--- config.mk ---
export PLATFORM = sky130hd
export DESIGN_NAME = lp805x_schedce_flat
export DESIGN_NICKNAME = d
export VERILOG_FILES = /design/src/rtl/lp805x_schedce_if.sv /design/src/rtl/lp805x_schedce.sv /design/src/flat_wrapper.sv
export SDC_FILE = /design/constraint.sdc
export NUM_CORES = 1
export LEC_CHECK = 0
export ABC_AREA = 0
export CORE_ASPECT_RATIO = 0.7
export CORE_MARGIN = 1
export CORE_UTILIZATION = 45
export CTS_BUF_LIST = sky130_fd_sc_hd__clkbuf_8
export CTS_CLUSTER_DIAMETER = 30
export DETAILED_ROUTE_END_ITERATION = 12
export PLACE_DENSITY = 0.78
export SLEW_MARGIN = 15
export SYNTH_ARGS = -nofsm -noshare
export SYNTH_HDL_FRONTEND = slang
export SYNTH_SLANG_ARGS = --single-unit
--- constraint.sdc ---
create_clock -name clk -period 3.32 [get_ports clk]
set_input_delay 0.332 -clock clk [delete_from_list [all_inputs] [get_ports clk]]
set_output_delay 0.332 -clock clk [all_outputs]
set_load 0.01 [all_outputs]
--- src/rtl/lp805x_schedce_if.sv ---
// Bundle between lp805x_schedfs (master) and the clock-enable generator (slave).
interface lp805x_schedce_if #(
  parameter int IDX_W = 3
) ();
  logic             enable;
  logic             load;
  logic [IDX_W-1:0] index;
  logic             ce;
  logic [IDX_W-1:0] cur_index;
  logic             pending;
  logic             done;

  modport master (
    output enable, load, index,
    input  ce, cur_index, pending, done
  );

  modport slave (
    input  enable, load, index,
    output ce, cur_index, pending, done
  );
endinterface

--- src/rtl/lp805x_schedce.sv ---
// Frequency-scaling clock-enable generator: emits a one-cycle ce pulse every
// 2^cur_index cycles and defers ratio switches to the next period boundary.
module lp805x_schedce #(
  parameter int IDX_W     = 3,
  parameter int CNT_W     = 7,
  parameter int RESET_IDX = 0
) (
  input logic              clk,
  input logic              rst,
  lp805x_schedce_if.slave  bus
);

  localparam logic [1:0] IDLE = 2'd0;
  localparam logic [1:0] RUN  = 2'd1;
  localparam logic [1:0] PEND = 2'd2;

  localparam logic [IDX_W-1:0] RST_IDX = IDX_W'(RESET_IDX);

  logic [1:0]       state_reg;
  logic [CNT_W-1:0] cnt_reg;
  logic             ce_reg;
  logic             pending_reg;
  logic             done_reg;
  logic [IDX_W-1:0] cur_idx_reg;
  logic [IDX_W-1:0] pend_idx_reg;

  logic [CNT_W-1:0] ratio_m1;
  logic             boundary;

  // Terminal count comes from the ratio in force only; a queued index never
  // shortens or stretches the period already running.
  always_comb begin
    ratio_m1 = CNT_W'((32'd1 << cur_idx_reg) - 32'd1);
    boundary = (cnt_reg == ratio_m1);
  end

  // Period counter, ce pulse and index-switch state machine.
  always_ff @(posedge clk or posedge rst) begin
    if (rst) begin
      state_reg    <= IDLE;
      cnt_reg      <= '0;
      ce_reg       <= 1'b0;
      pending_reg  <= 1'b0;
      done_reg     <= 1'b0;
      cur_idx_reg  <= RST_IDX;
      pend_idx_reg <= RST_IDX;
    end else begin
      done_reg <= 1'b0;
      if (!bus.enable) begin
        // Stopped: counter frozen, and any switch takes effect right away
        // since there is no running period to protect.
        ce_reg    <= 1'b0;
        state_reg <= IDLE;
        if (state_reg == PEND) begin
          cur_idx_reg <= bus.load ? bus.index : pend_idx_reg;
          cnt_reg     <= '0;
          pending_reg <= 1'b0;
          done_reg    <= 1'b1;
        end else if (bus.load) begin
          cur_idx_reg <= bus.index;
          cnt_reg     <= '0;
          done_reg    <= 1'b1;
        end
      end else if ((state_reg == IDLE) && bus.load) begin
        // A load on the restart edge is still an idle-time switch: apply it
        // and begin the new period from zero on the following edge.
        cur_idx_reg <= bus.index;
        cnt_reg     <= '0;
        done_reg    <= 1'b1;
        ce_reg      <= 1'b0;
        state_reg   <= RUN;
      end else begin
        ce_reg  <= boundary;
        cnt_reg <= boundary ? '0 : cnt_reg + CNT_W'(1);
        if (state_reg == PEND) begin
          // Last request wins, including one arriving on the boundary edge.
          if (boundary) begin
            cur_idx_reg <= bus.load ? bus.index : pend_idx_reg;
            pending_reg <= 1'b0;
            done_reg    <= 1'b1;
            state_reg   <= RUN;
          end else if (bus.load) begin
            pend_idx_reg <= bus.index;
          end
        end else begin
          state_reg <= RUN;
          if (bus.load) begin
            if (boundary) begin
              cur_idx_reg <= bus.index;
              done_reg    <= 1'b1;
            end else begin
              pend_idx_reg <= bus.index;
              pending_reg  <= 1'b1;
              state_reg    <= PEND;
            end
          end
        end
      end
    end
  end

  assign bus.ce        = ce_reg;
  assign bus.cur_index = cur_idx_reg;
  assign bus.pending   = pending_reg;
  assign bus.done      = done_reg;

endmodule

--- src/flat_wrapper.sv ---
// flat-port wrapper written by rule: the top's interface ports become plain ports
module lp805x_schedce_flat 
#(
  parameter int IDX_W     = 3,
  parameter int CNT_W     = 7,
  parameter int RESET_IDX = 0
)
  (clk, rst, bus_enable, bus_load, bus_index, bus_ce, bus_cur_index, bus_pending, bus_done);
  lp805x_schedce_if #(.IDX_W(IDX_W)) bus_i ();
  input logic clk;
  input logic rst;
  input wire logic [$bits(bus_i.enable)-1:0] bus_enable;
  input wire logic [$bits(bus_i.load)-1:0] bus_load;
  input wire logic [$bits(bus_i.index)-1:0] bus_index;
  output wire logic [$bits(bus_i.ce)-1:0] bus_ce;
  output wire logic [$bits(bus_i.cur_index)-1:0] bus_cur_index;
  output wire logic [$bits(bus_i.pending)-1:0] bus_pending;
  output wire logic [$bits(bus_i.done)-1:0] bus_done;
  assign bus_i.enable = bus_enable;
  assign bus_i.load = bus_load;
  assign bus_i.index = bus_index;
  assign bus_ce = bus_i.ce;
  assign bus_cur_index = bus_i.cur_index;
  assign bus_pending = bus_i.pending;
  assign bus_done = bus_i.done;
  lp805x_schedce #(.IDX_W(IDX_W), .CNT_W(CNT_W), .RESET_IDX(RESET_IDX)) u_core (.clk(clk), .rst(rst), .bus(bus_i));
endmodule
# After elaboration in Yosys (flattened, before gate mapping)
# Index checks and enable logic that the tools add are counted.
# totals
ff_bits	18
latch_bits	0
mem_bits_rw	0
romBits	0
in_bits	7
out_inout_bits	6
n_memories	0
# classes
addsub	2
mul	0
div	0
n_lt_le_gt_ge	0
eq_ne	7
shift	1
mux	40
bitwise	2
reduce_logical	9
# ops
cell	n
$mux W3	13
$mux W7	5
$mux W1	16
$mux W2	6
$add A7 B1 Y7 const B	1
$eq A7 B7 Y1	1
$shl A1 B3 Y7 const A	1
$sub A7 B1 Y7 const B	1
$reduce_bool A3 Y1	2
$reduce_and A5 Y1	1
$ne A4 B2 Y1 const B	1
$reduce_and A4 Y1	1
$reduce_bool A2 Y1	2
$ne A3 B1 Y1 const B	1
$ne A3 B2 Y1 const B	1
$ne A3 B3 Y1 const B	1
$reduce_and A3 Y1	1
$eq A2 B2 Y1 const B	1
$logic_not A2 Y1	1
$ne A2 B2 Y1 const B	1
$not A1 Y1	2
$logic_and A1 B1 Y1	1

# Longest topological paths before layout
# logic_depth
depth_word	8
mapped_depth	12
depth_no_buf	9

# Least setup slack after synthesis
# No wires, ideal clock.
# synth_path
path_kind	reg-to-reg
startpoint	register u_core.cur_idx_reg[0] (netlist: u_core.bus.cur_index[0])
endpoint	register u_core.pend_idx_reg[0]
arrival_time_ps	2599
t_required_ps	3195
slack_ps	596
stages_incl_launch_ff	11
n_path_buf	2
period_less_slack_ps	2724
path_cell_list	dfrtp_1 buf_6 or3_1 ha_1 buf_6 nor4bb_1 o31a_1 a2111oi_4 nand3_2 o2111ai_2 mux2_4
# synth_via
elab_chain_len	5
# synth_lines
element	line_no	text
start: declaration	lp805x_schedce.sv:24	logic [IDX_W-1:0] cur_idx_reg;
start signal: assignment	lp805x_schedce.sv:55	cur_idx_reg <= bus.load ? bus.index : pend_idx_reg;
start signal: assignment	lp805x_schedce.sv:60	cur_idx_reg <= bus.index;
start signal: assignment	lp805x_schedce.sv:67	cur_idx_reg <= bus.index;
$shl A1 B3 Y7	lp805x_schedce.sv:33	ratio_m1 = CNT_W'((32'd1 << cur_idx_reg) - 32'd1);
$sub A7 B1 Y7	lp805x_schedce.sv:33	
$eq A7 B7 Y1	lp805x_schedce.sv:34	boundary = (cnt_reg == ratio_m1);
$not A1 Y1 (no source line)	-	
$reduce_and A4 Y1 (no source line)	-	
end signal: assignment	lp805x_schedce.sv:83	pend_idx_reg <= bus.index;
end signal: assignment	lp805x_schedce.sv:92	pend_idx_reg <= bus.index;
end: declaration	lp805x_schedce.sv:25	logic [IDX_W-1:0] pend_idx_reg;
# No other way between the ends.
# A chain may end at the register's enable or synchronous reset.

# Worst setup path after layout
# layout_path
startpoint	register u_core.cur_idx_reg[1] (netlist: u_core.bus.cur_index[1])
endpoint	register u_core.cur_idx_reg[2] (netlist: u_core.bus.cur_index[2])
# layout_via
elab_chain_len	5
# layout_lines
element	line_no
$shl A1 B3 Y7	lp805x_schedce.sv:33
$sub A7 B1 Y7	lp805x_schedce.sv:33
$eq A7 B7 Y1	lp805x_schedce.sv:34
$ne A3 B1 Y1 (no source line)	-
$reduce_and A3 Y1 (no source line)	-
# No other way between the ends.

==> flow_summary.toml <==
[status]
outcome = "finished, final reports clean"

[sta]
fin_crit_sh_pct = 91.8
fin_crit_ps = 3050
setup_viol = 0
tightest_slew_ps = 685
rsz0062_at_grt = "no"
slew_violations = 0
slew_headroom_pct = 54.3
tns_ps = 0
timing.fmax_ghz = 0.328
hold_viol_final = 0
fin_skew_ps = 4.02

[finish]
stdcell_count = 169
stdcell_area_um2 = 1360
area_delta_synth_final_pct = 13.7
fin_nets = 145
fillerInstances = 229
largest_reg_flops = 7
multiInputGateArea_um2 = 654
n_antenna_cell = 0
layout-drive-gt1-share_pct = 13.3
seqCellArea_um2 = 450

[place]
place_inst = 165
placed_cell_area_um2 = 1300
portBuffers = 12
dp_hpwl_um = 1660
gp_congestion = 0.762

[logic_synthesis]
yosys.area.top_type = "dfrtp_1"
synth_edf_count = 0
synth_cell_types = 43
ys_warn_count = 0
synth_cells = 124
synthArstFlopShare_pct = 100
syn-mean-instance-area_um2 = 9.62
ys.flop_type = "dfrtp_1"
ys_seq_area_share_pct = 37.8
yosys-top-cells-area = "dfrtp_1 38%, buf_6 4.7%, nand2_1 4.4%"
synth_area_um2 = 1190
synth-seq-cells = 18
synth_fp_nets = 133
yosysTopAreaCellShare_pct = 37.8
synthTopCellsByCount = "18 x dfrtp_1, 14 x nand2_1, 10 x nor2_1"
yosysMostFrequentCell = "dfrtp_1"

[cts]
cts-htree-levels = 1
clock-sinks = 18
cts_resized = 0
clkTransAtPathRegs_ps = 70
postCtsSetupBuffers = 0
clkLatencyLatePin_ps = 250
cts_buffer_depth = 2
tritoncts = "done"
cts_made_buffers = 3
clock-root-buffer = "clkbuf_8"
holdBufCountCts = 0

[critical_path]
cp-start-kind = "flip-flop"
r2r_setup_slack_ps = 270
path_class = "flip-flop to flip-flop"
cp-end-kind = "flip-flop"
cp.arrival_ps = 3190
critPathRequiredTime_ps = 3460
crit_fanout = 14

[drt]
ant_nets = 0
routed_wl_um = 2220
vias_per_cell = 5.43
vias = 917
drc = 0
route.detailed.wl_per_inst_um = 13.2
firstDrtPassIters = 4
drt_iter0_markers = 39

[global_routing]
antenna_found_initial = 0
gr-usage-all-layers_pct = 17.9
grt_pass1_wl_um = 3820
overflow = 0
first_global_vias = 858
grt_start_max_net_pins = 19

[worst_hold_path]
min_path_type = "primary input to asynchronous set/reset pin"

[floorplan]
num_io_pins = 13
num_rows = 15
start_util_pct = 48.1
die_area_um2 = 2860
die-width_um = 63.5
die_h_um = 45.1
core_area_um2 = 2480

[flow_run]
max_cap_violations = 0

[pwr]
ir_worst_vdd_uv = 255
p_leak_nw = 0.545
power_density_nw_per_um2 = 507
[cell type report]
type	count	share of cell area, %
clock buffers	4	4.06
flip-flops and latches	18	33.2
repair buffers	13	9.41
multi-input cells	93	48.2
well taps	34	3.14
inverters	7	1.94
[critical path: stages (launching register included)]
cell,delay (ps)
dfrtp_1,540
or3_1,410
ha_1,320
xor2_1,180
o31ai_1,380
a2111oi_4,110
a31oi_2,580
nor2_2,120
o221a_2,290
[placed cells by master, fill, tap and decap left out, types with 3 or more instances in the layout]
| master | instances |
|---|---|
| o221a_2 | 3 |
| xor2_1 | 3 |
| o21ai_0 | 7 |
| clkdlybuf4s50_1 | 12 |
| nand2b_1 | 5 |
| a21oi_1 | 5 |
| mux2i_1 | 4 |
| or3_1 | 3 |
| nand3_1 | 3 |
| dfrtp_1 | 18 |
| mux2_4 | 3 |
| inv_1 | 7 |
| nand2_1 | 14 |
| clkbuf_8 | 4 |
| nor2_1 | 10 |
[layer usage]
metal / GRT usage, % / vias to the layer above / routed length (um)
li1: - / 467 / -
met1: 23.9 / 421 / 1160
met2: 29.1 / 27 / 926
met3: 5.30 / 2 / 123
met4: 3.64 / 0 / 11
met5: 0 / - / 0
[worst paths after layout]
kind	start	to	cells past startpoint
hold reg to reg	u_core.pend_idx_reg[2]$_DFFE_PP0P_	u_core.pend_idx_reg[2]$_DFFE_PP0P_	1
hold / removal	rst	u_core.cnt_reg[6]$_DFFE_PP0P_	2
setup reg to reg	u_core.bus.cur_index[1]$_DFFE_PP0P_	u_core.bus.cur_index[2]$_DFFE_PP0P_	8
max in group asynchronous	rst	u_core.cnt_reg[2]$_DFFE_PP0P_	2
setup / recovery	u_core.bus.cur_index[1]$_DFFE_PP0P_	u_core.bus.cur_index[2]$_DFFE_PP0P_	8
min in group clk	u_core.pend_idx_reg[2]$_DFFE_PP0P_	u_core.pend_idx_reg[2]$_DFFE_PP0P_	1
[power by group]
part | switching [mW] | total [mW] | leakage (nW) | internal (mW)
clock | 0.0705 | 0.176 | 0.0288 | 0.105
sequential | 0.0465 | 0.295 | 0.227 | 0.249
combinational | 0.100 | 0.216 | 0.289 | 0.116
[stage by stage]
step           worst slack, ps  total power, mW  utilization (%)  hold WS, ps
2_1_floorplan              596            0.477                -          271
3_3_place_gp               397            0.506             52.5          493
3_5_place_dp               306            0.514             52.5          494
4_1_cts                    273            0.695             54.7          500
5_1_grt                   51.9            0.731             54.7          532
6_report                   273            0.687             54.7          479
[cells by family (layout without fill, tap and decap cells)]
group                    Yosys count  after routing  synth area share [%]
flip-flops                        18             18                  37.8
XOR/XNOR                           5              5                  3.67
AND/OR/NAND/NOR                   46             46                  19.5
adder cells (fa/ha/maj)            2              2                  2.10
buffers and inverters             13             24                  7.34
AO/OA/AOI/OAI                     32             32                  21.5
multiplexers                       8              8                  8.08
No activity file was read; power rests on OpenSTA's default activity.
